===== config.mk =====
export PLATFORM = sky130hd
export DESIGN_NAME = mop_write_buffer
export DESIGN_NICKNAME = d
export VERILOG_FILES = /design/src/rtl/mop_write_buffer_pkg.sv /design/src/rtl/mop_fifo.sv /design/src/rtl/mop_write_buffer.sv
export SDC_FILE = /design/constraint.sdc
export NUM_CORES = 1
export LEC_CHECK = 0
export ABC_AREA = 0
export CORE_AREA = 2 2 190 229
export DETAILED_ROUTE_END_ITERATION = 6
export DIE_AREA = 0 0 192 231
export PLACE_DENSITY = 0.76
export SYNTH_ARGS = -nofsm -noshare
export SYNTH_HDL_FRONTEND = slang
export SYNTH_SLANG_ARGS = --single-unit
export TNS_END_PERCENT = 5

===== constraint.sdc =====
create_clock -name clk -period 6.5 [get_ports clk]
set_input_delay 1.95 -clock clk [delete_from_list [all_inputs] [get_ports clk]]
set_output_delay 1.95 -clock clk [all_outputs]
set_load 0.01 [all_outputs]

===== src/rtl/mop_write_buffer_pkg.sv =====
// Shared types and defaults for the WSY memory-op write buffer.
// Drain FSM state encoding and default buffer geometry.
package mop_write_buffer_pkg;

    localparam int unsigned MOP_DEPTH_DEF = 4;
    localparam int unsigned MOP_AW_DEF    = 32;
    localparam int unsigned MOP_DW_DEF    = 32;

    typedef enum logic {
        StIdle = 1'b0,
        StReq  = 1'b1
    } mop_state_e;

endpackage


===== src/rtl/mop_fifo.sv =====
// Storage for buffered WSY {address, data} pairs: circular array with pointers and fill count.
// Exposes the read pointer and every slot so the parent can drain the head and scan for forwarding.
module mop_fifo
    import mop_write_buffer_pkg::*;
#(
    parameter int unsigned DEPTH = MOP_DEPTH_DEF,
    parameter int unsigned AW    = MOP_AW_DEF,
    parameter int unsigned DW    = MOP_DW_DEF,
    localparam int unsigned PW   = $clog2(DEPTH),
    localparam int unsigned CW   = PW + 1
) (
    input  logic          clk,
    input  logic          rstn,
    input  logic          push_i,
    input  logic [AW-1:0] push_addr_i,
    input  logic [DW-1:0] push_data_i,
    input  logic          pop_i,
    output logic [PW-1:0] rd_ptr_o,
    output logic [CW-1:0] count_o,
    output logic          full_o,
    output logic          empty_o,
    output logic [AW-1:0] ent_addr_o [DEPTH],
    output logic [DW-1:0] ent_data_o [DEPTH]
);

    logic [PW-1:0] wr_ptr_q, rd_ptr_q;
    logic [CW-1:0] count_q, count_d;
    logic [AW-1:0] addr_q [DEPTH];
    logic [DW-1:0] data_q [DEPTH];

    always_comb begin
        count_d = count_q;
        case ({push_i, pop_i})
            2'b10:   count_d = count_q + CW'(1);
            2'b01:   count_d = count_q - CW'(1);
            default: count_d = count_q;
        endcase
    end

    always_ff @(posedge clk or negedge rstn) begin
        if (!rstn) begin
            wr_ptr_q <= '0;
            rd_ptr_q <= '0;
            count_q  <= '0;
            for (int i = 0; i < int'(DEPTH); i++) begin
                addr_q[i] <= '0;
                data_q[i] <= '0;
            end
        end else begin
            if (push_i) begin
                addr_q[wr_ptr_q] <= push_addr_i;
                data_q[wr_ptr_q] <= push_data_i;
                wr_ptr_q         <= wr_ptr_q + PW'(1);
            end
            if (pop_i) begin
                rd_ptr_q <= rd_ptr_q + PW'(1);
            end
            count_q <= count_d;
        end
    end

    assign rd_ptr_o   = rd_ptr_q;
    assign count_o    = count_q;
    assign full_o     = (count_q == CW'(DEPTH));
    assign empty_o    = (count_q == '0);
    assign ent_addr_o = addr_q;
    assign ent_data_o = data_q;

endmodule


===== src/rtl/mop_write_buffer.sv =====
// EX-stage write buffer for WSY memory ops: queues {address, data}, drains over req/ack,
// stalls only when full, and forwards the youngest buffered data to a matching load.
module mop_write_buffer
    import mop_write_buffer_pkg::*;
#(
    parameter int unsigned DEPTH = MOP_DEPTH_DEF,
    parameter int unsigned AW    = MOP_AW_DEF,
    parameter int unsigned DW    = MOP_DW_DEF
) (
    input  logic          clk,
    input  logic          rstn,
    input  logic          ex_valid,
    input  logic          mop_en,
    input  logic [AW-1:0] alu_o,
    input  logic [DW-1:0] alu_o2,
    output logic          stall_o,
    output logic          mem_req,
    output logic [AW-1:0] mem_addr,
    output logic [DW-1:0] mem_wdata,
    input  logic          mem_ack,
    input  logic [AW-1:0] ld_addr,
    output logic          ld_hit,
    output logic [DW-1:0] ld_data,
    output logic          empty_o
);

    localparam int unsigned PW = $clog2(DEPTH);
    localparam int unsigned CW = PW + 1;

    mop_state_e    state_q;
    logic          push, pop, full, empty;
    logic [PW-1:0] rd_ptr, rd_ptr_nxt, scan_idx;
    logic [CW-1:0] count;
    logic [AW-1:0] ent_addr [DEPTH];
    logic [DW-1:0] ent_data [DEPTH];

    // A pop in the same cycle does not release the stall; the WSY retries next cycle.
    assign push    = ex_valid & mop_en & ~full;
    assign stall_o = ex_valid & mop_en & full;
    assign pop     = (state_q == StReq) & mem_ack;
    assign empty_o = empty;

    assign rd_ptr_nxt = rd_ptr + PW'(1);

    mop_fifo #(
        .DEPTH (DEPTH),
        .AW    (AW),
        .DW    (DW)
    ) u_fifo (
        .clk         (clk),
        .rstn        (rstn),
        .push_i      (push),
        .push_addr_i (alu_o),
        .push_data_i (alu_o2),
        .pop_i       (pop),
        .rd_ptr_o    (rd_ptr),
        .count_o     (count),
        .full_o      (full),
        .empty_o     (empty),
        .ent_addr_o  (ent_addr),
        .ent_data_o  (ent_data)
    );

    always_ff @(posedge clk or negedge rstn) begin
        if (!rstn) begin
            state_q   <= StIdle;
            mem_req   <= 1'b0;
            mem_addr  <= '0;
            mem_wdata <= '0;
        end else begin
            case (state_q)
                StIdle: begin
                    if (!empty) begin
                        state_q   <= StReq;
                        mem_req   <= 1'b1;
                        mem_addr  <= ent_addr[rd_ptr];
                        mem_wdata <= ent_data[rd_ptr];
                    end
                end
                StReq: begin
                    if (mem_ack) begin
                        // More than the acked entry left: present the next one back-to-back.
                        if (count > CW'(1)) begin
                            mem_addr  <= ent_addr[rd_ptr_nxt];
                            mem_wdata <= ent_data[rd_ptr_nxt];
                        end else begin
                            state_q <= StIdle;
                            mem_req <= 1'b0;
                        end
                    end
                end
                default: begin
                    state_q <= StIdle;
                    mem_req <= 1'b0;
                end
            endcase
        end
    end

    // Walk oldest to youngest so the last match seen is the youngest.
    always_comb begin
        ld_hit   = 1'b0;
        ld_data  = '0;
        scan_idx = '0;
        for (int k = 0; k < int'(DEPTH); k++) begin
            scan_idx = rd_ptr + PW'(k);
            if ((CW'(k) < count) && (ent_addr[scan_idx] == ld_addr)) begin
                ld_hit  = 1'b1;
                ld_data = ent_data[scan_idx];
            end
        end
    end

endmodule


==> impl_metrics.py <==
metrics = {
    "outcome": {
        "status": "finished with violations",
        "violations": "DRC",
    },
    "final_layout": {
        "mostFrequentLayoutCells": "326 x dfrtp_1, 302 x mux2_2, 160 x nand2_1, 160 x buf_4, 139 x nor2_1",
        "post-route-util": 0.677,
        "design_area_sq_um": 28700,
        "final_cells": 2879,
        "areaGrowthSynthToFinish_pct": 25.4,
        "layout_commonest_cell": "dfrtp_1",
        "drive_gt1_frac": 0.407,
        "final_nets": 2407,
    },
    "worst_setup_path": {
        "reg2reg_depth": 9,
        "critical_path.endpoint": "ld_data[20]",
        "cp.arrival_ps": 4540,
        "crit_start": "ld_addr[3]",
        "required_ps": 4550,
        "crit_type": "in -> out",
        "end_kind": "output port",
        "reg2reg_from": "u_fifo.count_o[1]",
        "r2r_end": "mem_wdata[0]",
        "worstSetupStartpointType": "input port",
        "r2r_slack_ps": 3290,
        "cp_max_fo": 8,
    },
    "yosys": {
        "yosysTopAreaCellShare": 0.360,
        "synth_area_sq_um": 22900,
        "synth_ff_type": "dfrtp_1",
        "synth.net_count": 2142,
        "ys_seq_elements": 329,
        "ys_async_sr_fraction": 1.00,
        "synth_edf_count": 0,
        "ys.warnings.count": 0,
        "avgSynthCellArea_sq_um": 11.2,
        "synth_top_cell_by_area": "dfrtp_1",
        "seq_area_frac_synth": 0.360,
        "yosysUniqueCellTypes": 69,
        "syn_inst": 2032,
        "ys_top_cells_by_area": "dfrtp_1 36%, mux2_2 15%, mux4_2 13%",
    },
    "timing": {
        "setup_tns_ps": 0,
        "rsz0062_at_grt": "yes",
        "clock.fmax_ghz": 0.154,
        "setup_ws_ps": 5.34,
        "maxSlewViolCount": 0,
        "tightest_slew_ps": 1220,
        "slew_headroom": 0.188,
        "finalSetupViolCount": 0,
        "finalCriticalPeriod_ps": 6490,
        "timing_hold_violations_final": 0,
        "fin_crit_sh": 0.999,
        "clock-skew-final_ps": 20.0,
        "hold_slack_ps": 481,
    },
    "global_route": {
        "antenna_found_initial": 2,
        "grt_overflow": 0,
        "grt_pass1_wl_um": 119000,
        "grt.total_usage": 0.357,
        "grt_max_degree": 140,
        "grt_pass1_vias": 19500,
    },
    "route": {
        "routedWlPerCell_um": 27.8,
        "wl_met1_um": 30200,
        "wl_met2_um": 39600,
        "vias": 19100,
        "top_layer": "met5",
        "wl_met3_um": 5770,
        "wirelength_um": 80000,
        "drtPass1Iterations": 7,
        "avgViaCountPerCell": 6.65,
        "drt-initial-drc-count": 1796,
        "ant_nets": 0,
        "drc": 1,
    },
    "clock_tree": {
        "clk_path_buf_depth": 3,
        "numCtsBuffers": 38,
        "cts_sinks": 329,
        "postCtsHoldBufs": 0,
        "clk_pin_slew_worst_paths_ps": 50,
        "insertion_delay_ps": 560,
        "cts_tree": "done",
        "h-tree-depth": 2,
        "root_buffer": "clkbuf_16",
    },
    "placement": {
        "dp_cells": 2785,
        "dp_hpwl_um": 55000,
        "routabilityCongestion": 1.03,
        "preCtsSetupSlack_ps": -941,
        "placed_area_sq_um": 26500,
        "port_buffers": 200,
    },
    "power": {
        "power_leakage_nw": 11.8,
        "powerDensity_nw_per_um2": 576,
        "ir_drop_mv": 0.321,
        "power.total_mw": 16.5,
    },
    "run": {
        "max-cap-violations": 0,
    },
    "die": {
        "die_y_um": 231,
        "start_util": 0.539,
        "core_sq_um": 42400,
        "fp.dieW_um": 192,
        "die-area_sq_um": 44400,
        "rows": 83,
        "io_pins": 201,
    },
    "min_path": {
        "hold_class": "reg -> reg",
    },
}
==> cell usage after synthesis (9+ instances only) <==
library cell,n
dfrtp_1,329
mux2i_1,138
a311oi_2,29
xor2_1,24
nand4_1,15
buf_6,19
buf_1,19
ha_1,9
a32oi_1,33
xnor2_1,81
inv_1,18
buf_2,37
nor2_1,142
a21oi_1,60
o21ai_0,81
clkbuf_1,109
o22ai_1,10
nor4b_1,33
mux2_2,302
or2_2,32
nand3_1,44
buf_4,9
o2111ai_1,35
nand2_1,165
a31oi_1,12
mux4_2,132
==> power breakdown <==
part | internal [mW] | switching [mW]
Combinational | 4.97 | 5.17
Clock | 1.26 | 0.898
Sequential | 3.11 | 1.12
==> kinds of logic after synthesis <==
kind of cell / count (synthesis) / synth area share
AOI/OAI and AO/OA: 332 / 0.111
xor gates and xnor gates: 105 / 0.0402
adders and majority gates: 9 / 0.00493
buffers and inverters: 213 / 0.0452
DFF: 329 / 0.360
muxes: 579 / 0.343
and+or+nand+nor: 465 / 0.0957
==> registers in the layout (all words and copies together) (netlist names) <==
signal,count
u_fifo.wr_ptr_q,2
mem_addr,32
mem_wdata,32
u_fifo.ent_data_o,128
u_fifo.ent_addr_o,128
state_q,1
mem_req,1
u_fifo.count_o,3
u_fifo.rd_ptr_o,2
==> how the worst min path moves through the flow <==
| stage | from | cells past startpoint | slack [ps] | end |
|---|---|---|---|---|
| 2_1_floorplan | u_fifo.ent_addr_o[122] | 1 | 500 | u_fifo.ent_addr_o[122] |
| 5_1_grt | mem_addr[29] | 1 | 510 | mem_addr[29] |
| 3_3_place_gp | mem_wdata[9] | 2 | 460 | mem_wdata[9] |
| 3_5_place_dp | mem_wdata[3] | 2 | 470 | mem_wdata[3] |
| 4_1_cts | mem_wdata[3] | 2 | 480 | mem_wdata[3] |
| 6_report | mem_wdata[3] | 2 | 480 | mem_wdata[3] |
==> final cells by class <==
| cell class | instances | area [sq um] |
|---|---|---|
| clock buffer | 52 | 1080 |
| inverter | 19 | 71.3 |
| tap | 552 | 691 |
| fill | 3134 | 13700 |
| multi-input combinational | 1490 | 14300 |
| clock inverter | 15 | 153 |
| antenna | 3 | 7.51 |
| sequential | 329 | 8240 |
| timing repair buffer | 419 | 4070 |
==> per-layer routing <==
layer,track usage,vias up
met2,0.613,986
met3,0.0582,260
met1,0.442,9659
met4,0.157,2
met5,0,-
li1,-,8225
==> worst max-delay path, cell delays in order <==
cell	delay, ps
clkdlybuf4s15_1	240
inv_2	80
a222oi_1	280
nand4_1	240
a2111oi_4	440
buf_4	180
and3_4	250
buf_6	130
buf_16	140
nand3_2	100
a311oi_2	320
buf_2	190
==> what timing repair did <==
action	CTS	global route
gates cloned	4	6
pin swaps	46	39
endpoints found under the hold margin	0	0
buffers inserted	10	6
setup endpoints to repair	33	33
resized for setup	228	105
(Power assumes the default switching activity.)
